**src/rtl/control_sequencer_pkg.sv**
```systemverilog
// Shared types for the 8-bit core control path: ALU ops, opcodes, sequencer states,
// register-write sources and instruction field positions.
package control_sequencer_pkg;

  typedef enum logic [3:0] {
    ALU_ADD = 4'd0,
    ALU_SUB = 4'd1,
    ALU_MUL = 4'd2,
    ALU_DIV = 4'd3,
    ALU_AND = 4'd4,
    ALU_OR  = 4'd5,
    ALU_XOR = 4'd6,
    ALU_NOT = 4'd7,
    ALU_SHL = 4'd8,
    ALU_SHR = 4'd9,
    ALU_ROL = 4'd10,
    ALU_ROR = 4'd11
  } alu_op_e;

  typedef enum logic [3:0] {
    OP_NOP   = 4'h0,
    OP_ADD   = 4'h1,
    OP_SUB   = 4'h2,
    OP_MUL   = 4'h3,
    OP_DIV   = 4'h4,
    OP_AND   = 4'h5,
    OP_OR    = 4'h6,
    OP_XOR   = 4'h7,
    OP_NOT   = 4'h8,
    OP_SHIFT = 4'h9,
    OP_ROT   = 4'hA,
    OP_MOV   = 4'hB,
    OP_LDI   = 4'hC,
    OP_JMP   = 4'hD,
    OP_RSV   = 4'hE,
    OP_HLT   = 4'hF
  } opcode_e;

  typedef enum logic [2:0] {
    FETCH_A,
    FETCH_M,
    DECODE,
    EXEC,
    WB,
    IMM_A,
    IMM_M,
    HALT
  } seq_state_e;

  typedef enum logic [1:0] {
    WSRC_ALU = 2'd0,
    WSRC_BUS = 2'd1,
    WSRC_REG = 2'd2
  } reg_wsrc_e;

  localparam int unsigned OPC_MSB = 7;
  localparam int unsigned OPC_LSB = 4;
  localparam int unsigned DST_MSB = 3;
  localparam int unsigned DST_LSB = 2;
  localparam int unsigned SRC_MSB = 1;
  localparam int unsigned SRC_LSB = 0;

endpackage

```
**src/rtl/control_sequencer_if.sv**
```systemverilog
// Memory-bus / ALU / register-file control bundle driven by the sequencer.
// master = sequencer side, slave = datapath/memory side.
interface control_sequencer_if #(
  parameter int unsigned NREG_W   = 2,
  parameter int unsigned RETIRE_W = 16
) ();
  import control_sequencer_pkg::*;

  logic [7:0]          bus_in;
  logic                mem_ready;
  logic                pc_out_en;
  logic                mar_load;
  logic                mem_out_en;
  logic                pc_inc;
  logic                pc_load;
  logic [NREG_W-1:0]   reg_sel1;
  logic [NREG_W-1:0]   reg_sel2;
  alu_op_e             alu_op;
  logic                alu_out;
  logic                reg_we;
  logic [NREG_W-1:0]   reg_wsel;
  logic [1:0]          reg_wsrc;
  logic                halted;
  logic                illegal;
  logic [RETIRE_W-1:0] retired;

  modport master (
    input  bus_in, mem_ready,
    output pc_out_en, mar_load, mem_out_en, pc_inc, pc_load,
           reg_sel1, reg_sel2, alu_op, alu_out,
           reg_we, reg_wsel, reg_wsrc, halted, illegal, retired
  );

  modport slave (
    output bus_in, mem_ready,
    input  pc_out_en, mar_load, mem_out_en, pc_inc, pc_load,
           reg_sel1, reg_sel2, alu_op, alu_out,
           reg_we, reg_wsel, reg_wsrc, halted, illegal, retired
  );

endinterface

```
**src/rtl/control_sequencer_op_decode.sv**
```systemverilog
// Combinational instruction decode: IR byte -> opcode, ALU op, operand fields and class flags.
module control_sequencer_op_decode import control_sequencer_pkg::*; #(
  parameter int unsigned NREG_W = 2
) (
  input  logic [7:0]        i_ir,
  output opcode_e           o_opcode,
  output alu_op_e           o_alu_op,
  output logic [NREG_W-1:0] o_dst,
  output logic [NREG_W-1:0] o_src,
  output logic              o_needs_imm,
  output logic              o_is_alu
);

  opcode_e w_opcode;

  assign w_opcode = opcode_e'(i_ir[OPC_MSB:OPC_LSB]);
  assign o_opcode = w_opcode;
  assign o_dst    = NREG_W'(i_ir[DST_MSB:DST_LSB]);
  assign o_src    = NREG_W'(i_ir[SRC_MSB:SRC_LSB]);

  always_comb begin
    o_alu_op    = ALU_ADD;
    o_needs_imm = 1'b0;
    o_is_alu    = 1'b1;
    case (w_opcode)
      OP_ADD:   o_alu_op = ALU_ADD;
      OP_SUB:   o_alu_op = ALU_SUB;
      OP_MUL:   o_alu_op = ALU_MUL;
      OP_DIV:   o_alu_op = ALU_DIV;
      OP_AND:   o_alu_op = ALU_AND;
      OP_OR:    o_alu_op = ALU_OR;
      OP_XOR:   o_alu_op = ALU_XOR;
      OP_NOT:   o_alu_op = ALU_NOT;
      // Direction comes from the raw src field bit 0, independent of NREG_W.
      OP_SHIFT: o_alu_op = i_ir[SRC_LSB] ? ALU_SHR : ALU_SHL;
      OP_ROT:   o_alu_op = i_ir[SRC_LSB] ? ALU_ROR : ALU_ROL;
      OP_LDI, OP_JMP: begin
        o_is_alu    = 1'b0;
        o_needs_imm = 1'b1;
      end
      default:  o_is_alu = 1'b0;
    endcase
  end

endmodule

```
**src/rtl/control_sequencer.sv**
```systemverilog
// Fetch/decode/execute sequencer for the 8-bit core; sole source of ALU control.
// Define CTRL_ILLEGAL_TRAP_EN to make the reserved opcode halt instead of retiring as a NOP.
module control_sequencer import control_sequencer_pkg::*; #(
  parameter int unsigned NREG_W   = 2,
  parameter int unsigned RETIRE_W = 16
) (
  input  logic                clock,
  input  logic                reset,
  control_sequencer_if.master bus
);

  seq_state_e          r_state;
  seq_state_e          w_next;
  logic [7:0]          r_ir;
  alu_op_e             r_alu_op;
  logic                r_illegal;
  logic [RETIRE_W-1:0] r_retired;

  opcode_e             w_opcode;
  alu_op_e             w_alu_op;
  logic [NREG_W-1:0]   w_dst;
  logic [NREG_W-1:0]   w_src;
  logic                w_needs_imm;
  logic                w_is_alu;
  logic                w_retire;
  logic                w_set_illegal;

  control_sequencer_op_decode #(.NREG_W(NREG_W)) u_op_decode (
    .i_ir        (r_ir),
    .o_opcode    (w_opcode),
    .o_alu_op    (w_alu_op),
    .o_dst       (w_dst),
    .o_src       (w_src),
    .o_needs_imm (w_needs_imm),
    .o_is_alu    (w_is_alu)
  );

  always_ff @(posedge clock) begin
    if (reset) r_state <= FETCH_A;
    else       r_state <= w_next;
  end

  always_comb begin
    w_next        = r_state;
    w_retire      = 1'b0;
    w_set_illegal = 1'b0;
    case (r_state)
      FETCH_A: w_next = FETCH_M;
      FETCH_M: if (bus.mem_ready) w_next = DECODE;
      DECODE: begin
        if (w_opcode == OP_NOP) begin
          w_next   = FETCH_A;
          w_retire = 1'b1;
        end else if (w_opcode == OP_HLT) begin
          w_next   = HALT;
          w_retire = 1'b1;
        end else if (w_opcode == OP_RSV) begin
          w_set_illegal = 1'b1;
`ifdef CTRL_ILLEGAL_TRAP_EN
          w_next        = HALT;
`else
          w_next        = FETCH_A;
          w_retire      = 1'b1;
`endif
        end else if (w_opcode == OP_MOV) begin
          w_next = WB;
        end else if (w_needs_imm) begin
          w_next = IMM_A;
        end else begin
          w_next = EXEC;
        end
      end
      EXEC: w_next = WB;
      WB: begin
        w_next   = FETCH_A;
        w_retire = 1'b1;
      end
      IMM_A: w_next = IMM_M;
      IMM_M: begin
        if (bus.mem_ready) begin
          w_next   = FETCH_A;
          w_retire = 1'b1;
        end
      end
      HALT:    w_next = HALT;
      default: w_next = FETCH_A;
    endcase
  end

  always_ff @(posedge clock) begin
    if (reset) begin
      r_ir      <= '0;
      r_alu_op  <= ALU_ADD;
      r_illegal <= 1'b0;
      r_retired <= '0;
    end else begin
      if (r_state == FETCH_M && bus.mem_ready) r_ir <= bus.bus_in;
      if (r_state == DECODE && w_is_alu)        r_alu_op <= w_alu_op;
      if (w_set_illegal)                        r_illegal <= 1'b1;
      if (w_retire)                             r_retired <= r_retired + RETIRE_W'(1);
    end
  end

  assign bus.alu_op  = r_alu_op;
  assign bus.illegal = r_illegal;
  assign bus.retired = r_retired;

  // Strobes are forced idle while reset is held so nothing fires before the first fetch.
  always_comb begin
    bus.pc_out_en  = 1'b0;
    bus.mar_load   = 1'b0;
    bus.mem_out_en = 1'b0;
    bus.pc_inc     = 1'b0;
    bus.pc_load    = 1'b0;
    bus.reg_sel1   = '0;
    bus.reg_sel2   = '0;
    bus.alu_out    = 1'b0;
    bus.reg_we     = 1'b0;
    bus.reg_wsel   = '0;
    bus.reg_wsrc   = WSRC_ALU;
    bus.halted     = 1'b0;
    if (!reset) begin
      case (r_state)
        FETCH_A, IMM_A: begin
          bus.pc_out_en = 1'b1;
          bus.mar_load  = 1'b1;
        end
        FETCH_M: begin
          bus.mem_out_en = 1'b1;
          bus.pc_inc     = bus.mem_ready;
        end
        EXEC: begin
          bus.reg_sel1 = w_dst;
          bus.reg_sel2 = w_src;
        end
        WB: begin
          bus.reg_we   = 1'b1;
          bus.reg_wsel = w_dst;
          if (w_is_alu) begin
            bus.alu_out  = 1'b1;
            bus.reg_wsrc = WSRC_ALU;
          end else begin
            bus.reg_wsrc = WSRC_REG;
            bus.reg_sel2 = w_src;
          end
        end
        IMM_M: begin
          bus.mem_out_en = 1'b1;
          if (bus.mem_ready) begin
            if (w_opcode == OP_LDI) begin
              bus.reg_we   = 1'b1;
              bus.reg_wsrc = WSRC_BUS;
              bus.reg_wsel = w_dst;
              bus.pc_inc   = 1'b1;
            end else begin
              bus.pc_load  = 1'b1;
            end
          end
        end
        HALT:    bus.halted = 1'b1;
        default: ;
      endcase
    end
  end

endmodule
```
**src/flat_wrapper.sv**
```systemverilog
// flat-port wrapper written by rule: the top's interface ports become plain ports
module control_sequencer_flat import control_sequencer_pkg::*;
#(
  parameter int unsigned NREG_W   = 2,
  parameter int unsigned RETIRE_W = 16
)
  (clock, reset, bus_bus_in, bus_mem_ready, bus_pc_out_en, bus_mar_load, bus_mem_out_en, bus_pc_inc, bus_pc_load, bus_reg_sel1, bus_reg_sel2, bus_alu_op, bus_alu_out, bus_reg_we, bus_reg_wsel, bus_reg_wsrc, bus_halted, bus_illegal, bus_retired);
  control_sequencer_if #(.NREG_W(NREG_W), .RETIRE_W(RETIRE_W)) bus_i ();
  input  logic clock;
  input  logic reset;
  input wire logic [$bits(bus_i.bus_in)-1:0] bus_bus_in;
  input wire logic [$bits(bus_i.mem_ready)-1:0] bus_mem_ready;
  output wire logic [$bits(bus_i.pc_out_en)-1:0] bus_pc_out_en;
  output wire logic [$bits(bus_i.mar_load)-1:0] bus_mar_load;
  output wire logic [$bits(bus_i.mem_out_en)-1:0] bus_mem_out_en;
  output wire logic [$bits(bus_i.pc_inc)-1:0] bus_pc_inc;
  output wire logic [$bits(bus_i.pc_load)-1:0] bus_pc_load;
  output wire logic [$bits(bus_i.reg_sel1)-1:0] bus_reg_sel1;
  output wire logic [$bits(bus_i.reg_sel2)-1:0] bus_reg_sel2;
  output wire logic [$bits(bus_i.alu_op)-1:0] bus_alu_op;
  output wire logic [$bits(bus_i.alu_out)-1:0] bus_alu_out;
  output wire logic [$bits(bus_i.reg_we)-1:0] bus_reg_we;
  output wire logic [$bits(bus_i.reg_wsel)-1:0] bus_reg_wsel;
  output wire logic [$bits(bus_i.reg_wsrc)-1:0] bus_reg_wsrc;
  output wire logic [$bits(bus_i.halted)-1:0] bus_halted;
  output wire logic [$bits(bus_i.illegal)-1:0] bus_illegal;
  output wire logic [$bits(bus_i.retired)-1:0] bus_retired;
  assign bus_i.bus_in = bus_bus_in;
  assign bus_i.mem_ready = bus_mem_ready;
  assign bus_pc_out_en = bus_i.pc_out_en;
  assign bus_mar_load = bus_i.mar_load;
  assign bus_mem_out_en = bus_i.mem_out_en;
  assign bus_pc_inc = bus_i.pc_inc;
  assign bus_pc_load = bus_i.pc_load;
  assign bus_reg_sel1 = bus_i.reg_sel1;
  assign bus_reg_sel2 = bus_i.reg_sel2;
  assign bus_alu_op = bus_i.alu_op;
  assign bus_alu_out = bus_i.alu_out;
  assign bus_reg_we = bus_i.reg_we;
  assign bus_reg_wsel = bus_i.reg_wsel;
  assign bus_reg_wsrc = bus_i.reg_wsrc;
  assign bus_halted = bus_i.halted;
  assign bus_illegal = bus_i.illegal;
  assign bus_retired = bus_i.retired;
  control_sequencer #(.NREG_W(NREG_W), .RETIRE_W(RETIRE_W)) u_core (.clock(clock), .reset(reset), .bus(bus_i));
endmodule
```
**config.mk**
```make
export PLATFORM = sky130hd
export DESIGN_NAME = control_sequencer_flat
export DESIGN_NICKNAME = d
export VERILOG_FILES = /design/src/rtl/control_sequencer_pkg.sv /design/src/rtl/control_sequencer_if.sv /design/src/rtl/control_sequencer_op_decode.sv /design/src/rtl/control_sequencer.sv /design/src/flat_wrapper.sv
export SDC_FILE = /design/constraint.sdc
export NUM_CORES = 1
export LEC_CHECK = 0
export ABC_AREA = 1
export CAP_MARGIN = 5
export CELL_PAD_IN_SITES_DETAIL_PLACEMENT = 1
export CELL_PAD_IN_SITES_GLOBAL_PLACEMENT = 1
export CORE_UTILIZATION = 36
export DETAILED_ROUTE_END_ITERATION = 8
export PLACE_DENSITY_LB_ADDON = 0.1
export SLEW_MARGIN = 10
export SYNTH_ARGS = -nofsm -noshare
export SYNTH_HDL_FRONTEND = slang
export SYNTH_SLANG_ARGS = --single-unit
```
**constraint.sdc**
```tcl
create_clock -name clock -period 3.89 [get_ports clock]
set_input_delay 0.5835 -clock clock [delete_from_list [all_inputs] [get_ports clock]]
set_output_delay 0.5835 -clock clock [all_outputs]
set_load 0.05 [all_outputs]
```
Word level (Yosys, flattened, before mapping)
Cells that the tools add are included.

operators by class
  magnitude comparators = 0
  eq/ne operators = 24
  multiplexer cells = 54
  shifts and indexed selects = 0
  bitwise logic cells = 0
  multipliers = 0
  div/mod/pow operators = 0
  reduce and logical (&&, ||, !) cells = 9
  add/sub/neg operators = 1

operator list
  cell                                                  number
  case mux 4 bit (9 select lines)                       1
  equality test 4 bit (second input constant)           8
  2-to-1 mux 1 bit                                      29
  case mux 3 bit (8 select lines)                       1
  2-to-1 mux 3 bit                                      7
  2-to-1 mux 2 bit                                      10
  adder 16 x 1 -> 16 bit (second input constant)        1
  equality test 4 x 3 -> 1 bit (second input constant)  4
  equality test 3 bit (second input constant)           4
  case mux 2 bit (2 select lines)                       3
  OR reduction 10 bit                                   1
  equality test 4 x 2 -> 1 bit (second input constant)  2
  equality test 3 x 2 -> 1 bit (second input constant)  2
  OR reduction 2 bit                                    3
  equality test 4 x 1 -> 1 bit (second input constant)  1
  zero test 4 bit                                       1
  != test 2 bit (second input constant)                 2
  case mux 1 bit (2 select lines)                       2
  equality test 3 x 1 -> 1 bit (second input constant)  1
  zero test 3 bit                                       1
  case mux 1 bit (3 select lines)                       1
  logical AND 1 bit                                     2
  AND reduction 2 bit                                   1

storage, ports and cells
  output and inout bits = 37
  bits of input ports = 11
  register bits = 32
  latch bits = 0
  ROM bits = 0
  bits in writable memories = 0
  memories = 0

Logic depth before layout (Yosys ltp)
  depth in word-level cells = 9
  mapped depth = 10

Cells and area by module
Synthesis repeated with hierarchy kept, for this count alone.

second synthesis, totals
  cells, all modules = 310
  area total of the unflattened synthesis = 1965.6 µm²

by module, submodules not included
  module                       area each (µm²)  sequential area each (µm²)  instances  cells each
  control_sequencer            1779.2           640.6                       1          274
  control_sequencer_op_decode  186.4            0.0                         1          36

Worst setup path before layout
OpenSTA, ideal clock, no wires.

  kind = input port to output port
  start point = input reset
  end point = output bus_pc_out_en
  path buffers = 2
  path slack = 0.503 ns
  data arrival time = 2.803 ns
  stages = 3
  required time = 3.306 ns
  cell sequence = clkbuf_1 -> nor4_1 -> buf_4

between the ends
  word-level cells in the longest chain between the ends = 1

ends and longest elaborated chain
  element           RTL line            source
  start, declared   flat_wrapper.sv:10  input logic reset;
  2-to-1 mux 1 bit  -
  end, declared     flat_wrapper.sv:13  output wire logic [$bits(bus_i.pc_out_en)-1:0] bus_pc_out_en;

No other way between the ends.

Worst setup path in the final report
  start point = register u_core.r_ir[5]
  end point = output bus_reg_sel2[1]

between the ends
  word-level cells in the longest chain between the ends = 6
  elaborated cells between the ends (all ways) = 15

ends and longest elaborated chain
  element                                      RTL line                           source
  start, declared                              control_sequencer.sv:14            logic [7:0] r_ir;
  start signal, assigned                       control_sequencer.sv:97            if (r_state == FETCH_M && bus.mem_ready) r_ir <= bus.bus_in;
  equality test 4 bit (tied with other cells)  control_sequencer_op_decode.sv:25  case (w_opcode)
  OR reduction 10 bit (no line) (*)            -
  2-to-1 mux 1 bit (*)                         control_sequencer_op_decode.sv:25
  2-to-1 mux 2 bit (*)                         control_sequencer.sv:139           if (w_is_alu) begin
  case mux 2 bit (2 select lines) (*)          control_sequencer.sv:123           case (r_state)
  2-to-1 mux 2 bit (*)                         control_sequencer.sv:122           if (!reset) begin
  end, declared                                flat_wrapper.sv:19                 output wire logic [$bits(bus_i.reg_sel2)-1:0] bus_reg_sel2;

Every way passes the cells marked *; elsewhere a longest branch is shown, timed or not.

==> flow_summary.toml <==
[cts]
cts_setup_buffers = 0
path_clk_slew_ps = 70
cts_buffer_depth = 2
htreeDepth = 2
root_buffer = "clkbuf_8"
cts_resized = 0
cts_tree = "done"
cts_buffers = 5
ctsHoldBuffers = 0
clk_latency_ps = 290
clock_sinks = 32

[synth]
synthDistinctLibCells = 29
netlist_area_um2 = 1860
synth_edf_count = 0
avgSynthCellArea_um2 = 6.36
synthesis.instances = 293
syn-num-nets = 305
yosys_warnings = 0
ys_seq_area_frac = 0.344
ys.flop_type = "dfxtp_1"
ys_ff_latch = 32
ys_async_sr_fraction = 0

[min_path]
min_to = "u_core.bus.alu_op[0]"
worst_hold_path.num_cells = 2
holdCritStartpoint = "u_core.bus.alu_op[0]"
hold_class = "register to register"

[place]
portBuffers = 47
place_congestion = 0.812
hpwl_mm = 4.20
place_ws_ps = 827
place_inst = 400

[critical_path]
reg2reg_slack_ps = 2070
r2r_start = "u_core.r_state[1]"
cp_max_fo = 7
crit_path_end_kind = "output port"
critPathKind = "register to output port"
reg2reg_depth = 7
crit_arrival_ps = 2610
cp.required_ps = 3310
rr_endpoint = "u_core.bus.retired[7]"
crit_path_start_kind = "register"
crit_path_start = "u_core.r_ir[5]"

[timing]
timing.fmax_mhz = 313
hold_violations = 0
fin_ws_ps = 696
hold_slack_ps = 487
tightest_slew_ps = 506
maxSlewHeadroom = 0.661
slew_violations = 0
finalCritPeriodShare = 0.821
finalSetupTns_ps = 0
finClkSkew_ps = 10.6
setup_violations = 0
rsz0062_at_grt = "false"
period_minus_slack_ps = 3190

[grt]
grt_usage = 0.222
grt_max_degree = 23
antenna_found_initial = 0
top_usage_layer = "met2"
grt_pass1_vias = 1969
grtUsageMet3 = 0.0488
grt_pass1_wl_mm = 9.14
grt_use_met1 = 0.254
use_met2 = 0.407
overflow = 0

[detailed_routing]
drc = 0
dr.pass1.iters = 4
initialDrtViolationCount = 80
via_per_inst = 5.07
wl_per_cell_um = 13.3
drtAntennaViolNets = 0
vias = 2067
wl_mm = 5.44

[floorplanning]
die_y_um = 73.9
rows = 25
design.core.area_um2 = 4850
die_w_um = 73.9
ios = 48
initial_utilization = 0.384
die_area_um2 = 5470

[finish]
fin_nets = 352
syn2layout_area_growth_pct = 33.6
antenna_cells = 0
seqCellArea_um2 = 641
fin_cells = 408
n_fill_cell = 670
drive_above_1_share = 0.103
multiInputGateArea_um2 = 1030

[power_and_ir_drop]
vdd_drop_max_uv = 160
power_mw = 0.770
power.leakage_nw = 0.912
power_density_nw_per_um2 = 309

[flow_run]
maxCapViolCount = 0

[run_status]
status = "finished clean"
-- flip-flops by register name, indices dropped and copies added, names as in the netlist --
register / count
u_core.bus.retired: 16
u_core.bus.illegal: 1
u_core.r_state: 3
u_core.r_ir: 8
u_core.bus.alu_op: 4
-- cells in the final DEF, fill, tap and decap left out --
cell type        synthesis  layout
buf_12                   0       3
o21ai_1                  2       2
xor2_1                   3       3
nand3_1                 14      14
clkbuf_1                 4       1
buf_4                    1       7
clkinv_2                 0       1
nand4_1                  4       4
nor3_4                   1       1
nand2_1                 72      72
o21ai_0                 20      20
a21boi_0                 1       1
o211ai_1                 1       1
nor2_1                  50      50
nand2_2                  2       2
o21ai_2                  4       4
dfxtp_1                 32      32
inv_2                    4       4
nor2_4                   1       1
nor3_1                   5       5
inv_1                   28      28
nor2_2                   5       5
clkdlybuf4s50_1          0      39
ha_1                     1       1
bufinv_16                0       1
a21oi_1                 24      24
nor3b_1                  1       1
nor4_1                   3       3
clkbuf_8                 0       5
a31oi_1                  3       3
o22ai_1                  1       1
and3_1                   1       1
a21oi_2                  1       1
-- kinds of logic (layout without fill, tap and decap cells) --
family | Yosys count | after routing | share of synthesized area
AO/OA/AOI/OAI | 57 | 57 | 0.169
XOR/XNOR | 3 | 3 | 0.0141
adder cells (fa/ha/maj) | 1 | 1 | 0.00671
buffers and inverters | 41 | 89 | 0.101
flip-flops | 32 | 32 | 0.344
AND/OR/NAND/NOR | 159 | 159 | 0.366
-- critical path, stage by stage (launching register included) --
cell and delay [ps]:
dfxtp_1 480, nand2_1 230, o21ai_2 210, nor2_2 70
o21ai_0 260, nand2_1 90, nor2_1 160, clkdlybuf4s50_1 840
-- power breakdown --
part	internal, mW	total [mW]	switching [mW]
Combinational	0.0361	0.103	0.0670
Clock	0.190	0.319	0.129
Sequential	0.337	0.348	0.0117
Total	0.563	0.770	0.207
-- cell usage after synthesis, types with 2 or more instances --
| cell | instances | share of area |
|---|---|---|
| nor4_1 | 3 | 0.010 |
| nand4_1 | 4 | 0.013 |
| o21ai_1 | 2 | 0.0054 |
| nor2_1 | 50 | 0.10 |
| nand2_2 | 2 | 0.0067 |
| buf_6 | 4 | 0.024 |
| nand3_1 | 14 | 0.038 |
| nor2_2 | 5 | 0.017 |
| o21ai_2 | 4 | 0.019 |
| inv_2 | 4 | 0.0081 |
| xor2_1 | 3 | 0.014 |
| a21oi_1 | 24 | 0.064 |
| o21ai_0 | 20 | 0.054 |
| inv_1 | 28 | 0.056 |
| clkbuf_1 | 4 | 0.0081 |
| nor3_1 | 5 | 0.013 |
| dfxtp_1 | 32 | 0.34 |
| nand2_1 | 72 | 0.15 |
| a31oi_1 | 3 | 0.010 |
-- per-stage QoR --
step | util | instance area, µm²
CTS | 0.514 | 2490
detailed placement | 0.491 | 2380
floorplan | - | 1860
global placement | 0.491 | 2380
global route | 0.514 | 2490
finish | 0.514 | 2490
-- worst max-delay path by stage --
stage,to
global placement,bus_pc_inc
CTS,bus_reg_sel2[1]
detailed placement,bus_mar_load
finish,bus_reg_sel2[1]
global route,bus_reg_sel2[1]
floorplan,bus_pc_out_en
-- layout make-up --
| type | count | area share |
|---|---|---|
| Inverter | 32 | 0.0482 |
| Timing Repair Buffer | 49 | 0.202 |
| Tap cell | 67 | 0.0337 |
| Clock inverter | 2 | 0.0141 |
| Clock buffer | 6 | 0.0291 |
| Multi-Input combinational cell | 220 | 0.416 |
| Sequential cell | 32 | 0.257 |
-- layer usage --
metal,vias to the layer above,wire (µm)
met5,-,0
met1,984,2370
li1,1038,-
met4,0,53
met2,41,2830
met3,4,185
Power figures use the tool's default switching activity.
